$ cat config.mk
export PLATFORM = sky130hd
export DESIGN_NAME = fifo_burst_reader
export DESIGN_NICKNAME = d
export VERILOG_FILES = /design/src/rtl/fifo_burst_reader.sv
export SDC_FILE = /design/constraint.sdc
export NUM_CORES = 1
export LEC_CHECK = 0
export ABC_AREA = 1
export CORE_ASPECT_RATIO = 1.75
export CORE_MARGIN = 1.5
export CORE_UTILIZATION = 25
export CTS_BUF_LIST = sky130_fd_sc_hd__clkbuf_16
export DETAILED_ROUTE_END_ITERATION = 10
export GPL_ROUTABILITY_DRIVEN = 1
export PLACE_DENSITY_LB_ADDON = 0.2
export RECOVER_POWER = 100
export SLEW_MARGIN = 10
export SYNTH_ARGS = -nofsm -noshare
export SYNTH_HDL_FRONTEND = slang
export SYNTH_SLANG_ARGS = --single-unit
$ cat constraint.sdc
create_clock -name clock -period 2.45 [get_ports clock]
set_input_delay 0.6125 -clock clock [delete_from_list [all_inputs] [get_ports clock]]
set_output_delay 0.6125 -clock clock [all_outputs]
set_load 0.03 [all_outputs]
$ cat src/rtl/fifo_burst_reader.sv
// fifo_burst_reader
// Read-side master for a 32-bit FIFO. A start request drains a burst of
// burst_len words: each word is popped with a one-cycle read strobe and
// presented downstream through a registered valid/ready output stage.
//
// Build option: define FIFO_RD_PARITY_EN to add the out_parity output, the
// even parity of each popped word, registered alongside out_data.
module fifo_burst_reader #(
    parameter int DATA_WIDTH = 32,
    parameter int LEN_WIDTH  = 4
) (
    input  logic                  clock,
    input  logic                  reset,
    input  logic                  start,
    input  logic [LEN_WIDTH-1:0]  burst_len,
    input  logic                  abort,
    input  logic                  fifo_empty,
    input  logic [DATA_WIDTH-1:0] fifo_data,
    output logic                  fifo_read,
    output logic [DATA_WIDTH-1:0] out_data,
    output logic                  out_valid,
    input  logic                  out_ready,
    output logic                  busy,
    output logic                  done,
`ifdef FIFO_RD_PARITY_EN
    output logic                  out_parity,
`endif
    output logic [LEN_WIDTH-1:0]  words_sent
);

    typedef enum logic [1:0] {
        ST_IDLE  = 2'd0,
        ST_FETCH = 2'd1,
        ST_FLUSH = 2'd2,
        ST_DONE  = 2'd3
    } state_t;

    localparam logic [LEN_WIDTH-1:0]  LEN_ZERO  = {LEN_WIDTH{1'b0}};
    localparam logic [LEN_WIDTH-1:0]  LEN_ONE   = LEN_WIDTH'(1);
    localparam logic [LEN_WIDTH-1:0]  LEN_MAX   = {LEN_WIDTH{1'b1}};
    localparam logic [DATA_WIDTH-1:0] DATA_ZERO = {DATA_WIDTH{1'b0}};

    state_t                  state_r;
    state_t                  next_state_s;
    logic [LEN_WIDTH-1:0]    remaining_r;
    logic [LEN_WIDTH-1:0]    words_sent_r;
    logic [DATA_WIDTH-1:0]   out_data_r;
    logic                    out_valid_r;
    logic                    start_s;
    logic                    abort_s;
    logic                    pop_s;
    logic                    accept_s;
    logic                    fifo_read_s;
    logic                    busy_s;
    logic                    done_s;

`ifdef FIFO_RD_PARITY_EN
    logic                    out_parity_r;

    // Even parity of a FIFO word: 1 when the word holds an odd number of ones.
    function automatic logic calc_parity(input logic [DATA_WIDTH-1:0] word);
        calc_parity = ^word;
    endfunction
`endif

    // A start is only honoured from IDLE; abort only matters once a burst is running.
    assign start_s = (state_r == ST_IDLE) && start;
    assign abort_s = (state_r != ST_IDLE) && abort;

    // Pop whenever a word is owed, one is available, and the output register
    // is free or being emptied this very cycle (gives 1 word/clock).
    // Abort suppresses the pop so nothing is lost from the FIFO on that cycle.
    assign pop_s = (state_r == ST_FETCH)
                && !abort
                && !fifo_empty
                && (remaining_r != LEN_ZERO)
                && (!out_valid_r || out_ready);

    // A downstream transfer; a coincident abort wins and discards the word.
    assign accept_s = out_valid_r && out_ready && !abort_s;

    // State register.
    always_ff @(posedge clock or negedge reset) begin
        if (!reset) begin
            state_r <= ST_IDLE;
        end else begin
            state_r <= next_state_s;
        end
    end

    // Next-state logic; abort overrides every other transition.
    always_comb begin
        next_state_s = state_r;
        case (state_r)
            ST_IDLE: begin
                if (start_s) begin
                    if (burst_len != LEN_ZERO) begin
                        next_state_s = ST_FETCH;
                    end else begin
                        next_state_s = ST_DONE;
                    end
                end else begin
                    next_state_s = ST_IDLE;
                end
            end
            ST_FETCH: begin
                if (abort_s) begin
                    next_state_s = ST_IDLE;
                end else if (remaining_r == LEN_ZERO) begin
                    next_state_s = ST_FLUSH;
                end else if (pop_s && (remaining_r == LEN_ONE)) begin
                    next_state_s = ST_FLUSH;
                end else begin
                    next_state_s = ST_FETCH;
                end
            end
            ST_FLUSH: begin
                if (abort_s) begin
                    next_state_s = ST_IDLE;
                end else if (!out_valid_r || out_ready) begin
                    next_state_s = ST_DONE;
                end else begin
                    next_state_s = ST_FLUSH;
                end
            end
            ST_DONE: begin
                next_state_s = ST_IDLE;
            end
            default: begin
                next_state_s = ST_IDLE;
            end
        endcase
    end

    // State-decoded outputs; the read strobe is the pop itself while fetching.
    always_comb begin
        fifo_read_s = 1'b0;
        busy_s      = 1'b0;
        done_s      = 1'b0;
        case (state_r)
            ST_IDLE: begin
                fifo_read_s = 1'b0;
            end
            ST_FETCH: begin
                fifo_read_s = pop_s;
                busy_s      = 1'b1;
            end
            ST_FLUSH: begin
                busy_s      = 1'b1;
            end
            ST_DONE: begin
                done_s      = 1'b1;
            end
            default: begin
                fifo_read_s = 1'b0;
            end
        endcase
    end

    // Output register: load on pop, clear on transfer, hold while stalled.
    always_ff @(posedge clock or negedge reset) begin
        if (!reset) begin
            out_data_r  <= DATA_ZERO;
            out_valid_r <= 1'b0;
        end else if (abort_s) begin
            out_valid_r <= 1'b0;
        end else if (pop_s) begin
            out_data_r  <= fifo_data;
            out_valid_r <= 1'b1;
        end else if (accept_s) begin
            out_valid_r <= 1'b0;
        end
    end

`ifdef FIFO_RD_PARITY_EN
    // Parity of the held word, loaded with the same strobe as out_data.
    always_ff @(posedge clock or negedge reset) begin
        if (!reset) begin
            out_parity_r <= 1'b0;
        end else if (!abort_s && pop_s) begin
            out_parity_r <= calc_parity(fifo_data);
        end
    end
`endif

    // Words still to be popped for the current burst.
    always_ff @(posedge clock or negedge reset) begin
        if (!reset) begin
            remaining_r <= LEN_ZERO;
        end else if (start_s) begin
            remaining_r <= burst_len;
        end else if (abort_s) begin
            remaining_r <= LEN_ZERO;
        end else if (pop_s) begin
            remaining_r <= remaining_r - LEN_ONE;
        end
    end

    // Count of words accepted downstream; cleared by a new burst, kept across
    // abort, and saturating so it never wraps.
    always_ff @(posedge clock or negedge reset) begin
        if (!reset) begin
            words_sent_r <= LEN_ZERO;
        end else if (start_s) begin
            words_sent_r <= LEN_ZERO;
        end else if (accept_s && (words_sent_r != LEN_MAX)) begin
            words_sent_r <= words_sent_r + LEN_ONE;
        end
    end

    assign fifo_read  = fifo_read_s;
    assign busy       = busy_s;
    assign done       = done_s;
    assign out_data   = out_data_r;
    assign out_valid  = out_valid_r;
    assign words_sent = words_sent_r;
`ifdef FIFO_RD_PARITY_EN
    assign out_parity = out_parity_r;
`endif

endmodule

* Yosys cells after proc, flatten, opt, wreduce, memory -nomap -nowiden
Cells that the tools add are included.
Storage, ports and cells: logic and storage cells 57, input port bits 42, bits in registers 43, output and inout port bits 40
Operators by class: $add $sub $neg 2, reduce and logical (&&, ||, !) cells 25, equality and inequality tests 5, bitwise operators 1, muxes and demuxes 19
Operators with widths (count):
- 2-to-1 mux 4 bit | 5
- 2-to-1 mux 2 bit | 6
- logical AND 1 bit | 10
- case mux 2 bit (4 select lines) | 1
- nonzero test 4 bit | 2
- 2-to-1 mux 1 bit | 7
- nonzero test 3 bit | 2
- adder 4 x 1 -> 4 bit (second input constant) | 1
- equality test 2 bit (second input constant) | 2
- equality test 4 x 1 -> 1 bit (second input constant) | 1
- logical NOT 1 bit | 4
- logical NOT 4 bit | 1
- inequality test 4 bit (second input constant) | 1
- nonzero test 2 bit | 2
- subtractor 4 x 1 -> 4 bit (second input constant) | 1
- equality test 2 x 1 -> 1 bit (second input constant) | 1
- logical NOT 2 bit | 1
- AND reduction 2 bit | 1
- OR reduction 2 bit | 1
- logical OR 1 bit | 1
- NOT 1 bit | 1

* Longest topological paths before layout
depth in word-level cells 10, depth in mapped cells 9, mapped depth without buffers 9

* Least setup slack after synthesis
No wires, ideal clock.
path type input to output, start in abort, end out fifo_read, buffers on the path 1, stages 6, path slack 0.610 ns, required time 1.837 ns, arrival 1.227 ns, cell sequence nor2_2 -> nand2_1 -> nor2_4 -> nand2_4 -> inv_6 -> buf_12
On the way: longest elaborated chain between the ends 6
Ends and longest elaborated chain:
- start, declared | line 16 | input logic abort,
- logical NOT 1 bit | line 74 | && !abort
- logical AND 1 bit | line 74
- logical AND 1 bit | line 75 | && !fifo_empty
- logical AND 1 bit | line 76 | && (remaining_r != LEN_ZERO)
- logical AND 1 bit | line 77 | && (!out_valid_r || out_ready);
- 2-to-1 mux 1 bit | line 140 | case (state_r)
- end, declared | line 19 | output logic fifo_read,
No other way between the ends.

* Final worst setup path
start in out_ready, end out fifo_read
On the way: longest elaborated chain between the ends 3
Ends and longest elaborated chain:
- start, declared | line 22 | input logic out_ready,
- logical OR 1 bit | line 77
- logical AND 1 bit | line 77
- 2-to-1 mux 1 bit | line 140
No other way between the ends.

==> flow_summary.ini <==
[run_status]
status = finished, final reports clean

[cts]
cts_tree = done
cts.reportedPaths.clkPinSlew_ns = 0.06
cts_resized = 0
numCtsBuffers = 5
cts_root_buffer = clkbuf_16
cts_hold_buf = 0
clock_path_buffers = 2
cts_setup_buffers = 0
clock_latency_ns = 0.28
cts_sinks = 43
h-tree-depth = 2

[placed_design]
gp_congestion = 0.752
portBuffers = 81
dp_hpwl_um = 3610

[drt]
ant_nets = 0
drt_drc_violations_left = 0
vias_per_cell = 4.29
drt-initial-drc-count = 24
avgRoutedWirePerCell_um = 12.0
firstDrtPassIters = 3
drt_wl_total_um = 4880
num_vias = 1748

[worst_setup_path]
r2r-start = state_r[1]
crit_path_start_kind = input pin
crit_fanout = 4
r2r_setup_slack_ns = 0.52
critPathLaunch = out_ready
worst_ep_required_time_ns = 1.84
crit_path_end_kind = output pin
worstPathArrival_ns = 1.71
critPathKind = input pin to output pin

[global_route]
grt.busiest_layer = met2
grt_pass1_wl_um = 8200
grt_util_met3_pct = 2.66
grt_max_degree = 44
grt_pass1_vias = 1729
use_met1_pct = 13.0
met2_usage_pct = 22.8
grt_antenna_before_repair = 0
track_usage_pct = 12.2
gr-total-overflow = 0

[timing]
max_clock_freq_mhz = 431
tns_ns = 0
fin_crit_sh_pct = 94.6
hold_viol = 0
timing.final.max_slew_violations = 0
worstMarginPinSlew_ns = 1.07
rsz0062_at_grt = false
post-route-min-period_ns = 2.32
setup_viol = 0
max-slew-margin-rel_pct = 28.4
fin_hold_ws_ns = 0.471
finClkSkew_ns = 0.00529

[synthesis]
syn-num-nets = 282
synth-main-ff-cell = dfrtp_1
yosysWarnings = 0
synth_cells = 232
ys_seq_area_share_pct = 53.9
synth_commonest_cells = 110 x nand2_1, 43 x dfrtp_1, 14 x inv_1, 11 x nand2_2, 10 x nand3_1
synth-edff-count = 0
synth_seq_cells = 43
synth_area_um2 = 2000
synth_area_leaders = dfrtp_1 54%, nand2_1 21%, ha_1 5.0%, nand2_2 3.4%, inv_1 2.6%
syn_area_per_cell_um2 = 8.61
ys_types = 22
yosysTopAreaCell = dfrtp_1
post-synth-top-count-cell = nand2_1
synth_top_area_share_pct = 53.9
ys_async_sr_fraction_pct = 100

[floorplan]
start_util_pct = 25.4
die_area_um2 = 8560
fp.coreArea_um2 = 7860
die_h_um = 121
rows = 43
fp.dieW_um = 70.6
ios = 82

[power]
p_leak_nw = 1.54
vdd_drop_max_v = 0.000538
power.density_nw_per_um2 = 1200

[finish]
n_antenna_cell = 0
final_nets = 367
layout-drive-gt1-share_pct = 8.20
areaGrowthSynthToFinish_pct = 51.3

[min_path]
hold_class = flip-flop to flip-flop
holdCritStartpoint = out_data[8]

[run]
drv_cap = 0
stage by stage:
step | setup slack [ns] | utilization (%) | power, mW | instance area [um^2] | std cells
5_1_grt | 0.0389 | 38.5 | 3.89 | 3020 | 407
3_5_place_dp | 0.136 | 36.6 | 3.05 | 2880 | 400
3_3_place_gp | 0.150 | 36.6 | 3.04 | 2880 | 400
6_report | 0.131 | 38.5 | 3.62 | 3020 | 407
2_1_floorplan | 0.610 | - | 2.29 | 2000 | 232
4_1_cts | 0.128 | 38.6 | 3.81 | 3040 | 407
state kept, by name, summed over array words and instances (netlist names):
register,count
out_data,32
state_r,2
words_sent,4
remaining_r,4
out_valid,1
placed cells by master (no fill, tap or decap), drive strengths merged, types with 7 or more instances in the layout:
master and instances:
nand2 122, dfrtp 43, clkdlybuf4s50 41, dlygate4sd3 38, inv 15, o21ai 12
nand3 11, ha 8, nor2 8, clkbuf 7
metal layers:
metal  up-vias  wire length (um)
met4         0               102
met1       820              1750
met3         6               183
met2        43              2840
li1        879                 -
met5         -                 0
critical path, cell delays in order:
cell and delay, ns:
clkdlybuf4s50_1 0.48, inv_1 0.05, nand2_2 0.08, inv_1 0.07
nor2_4 0.13, nand2_4 0.06, clkinvlp_2 0.07, buf_4 0.16
worst paths after layout:
path / to / cells after the start
max: fifo_read / 8
min: out_data[8] / 2
max reg2reg: out_data[21] / 9
min reg2reg: out_data[8] / 2
max in group asynchronous: out_data[12] / 2
min in group asynchronous: out_data[4] / 2
logic make-up after synthesis:
family	share of synthesized area, %
DFF	53.9
adders and majority gates	5.01
xor gates and xnor gates	1.32
buffers and inverters	6.07
and+or+nand+nor	30.0
AOI/OAI and AO/OA	3.76
report_power, final:
part / leakage, nW / switching, mW / internal, mW / total (mW)
clock: 0.0811 / 0.255 / 0.471 / 0.726
combinational: 0.911 / 1.08 / 0.650 / 1.73
sequential: 0.546 / 0.159 / 1.01 / 1.16
final cells by class:
type	instances	area, um^2
fillers	831	4830
flip-flops and latches	43	1080
repair buffers	84	821
multi-input cells	168	798
clock buffers	5	125
well taps	90	113
inverters	15	57.6
clock inverters	2	33.8
No activity file was read; power rests on OpenSTA's default activity.
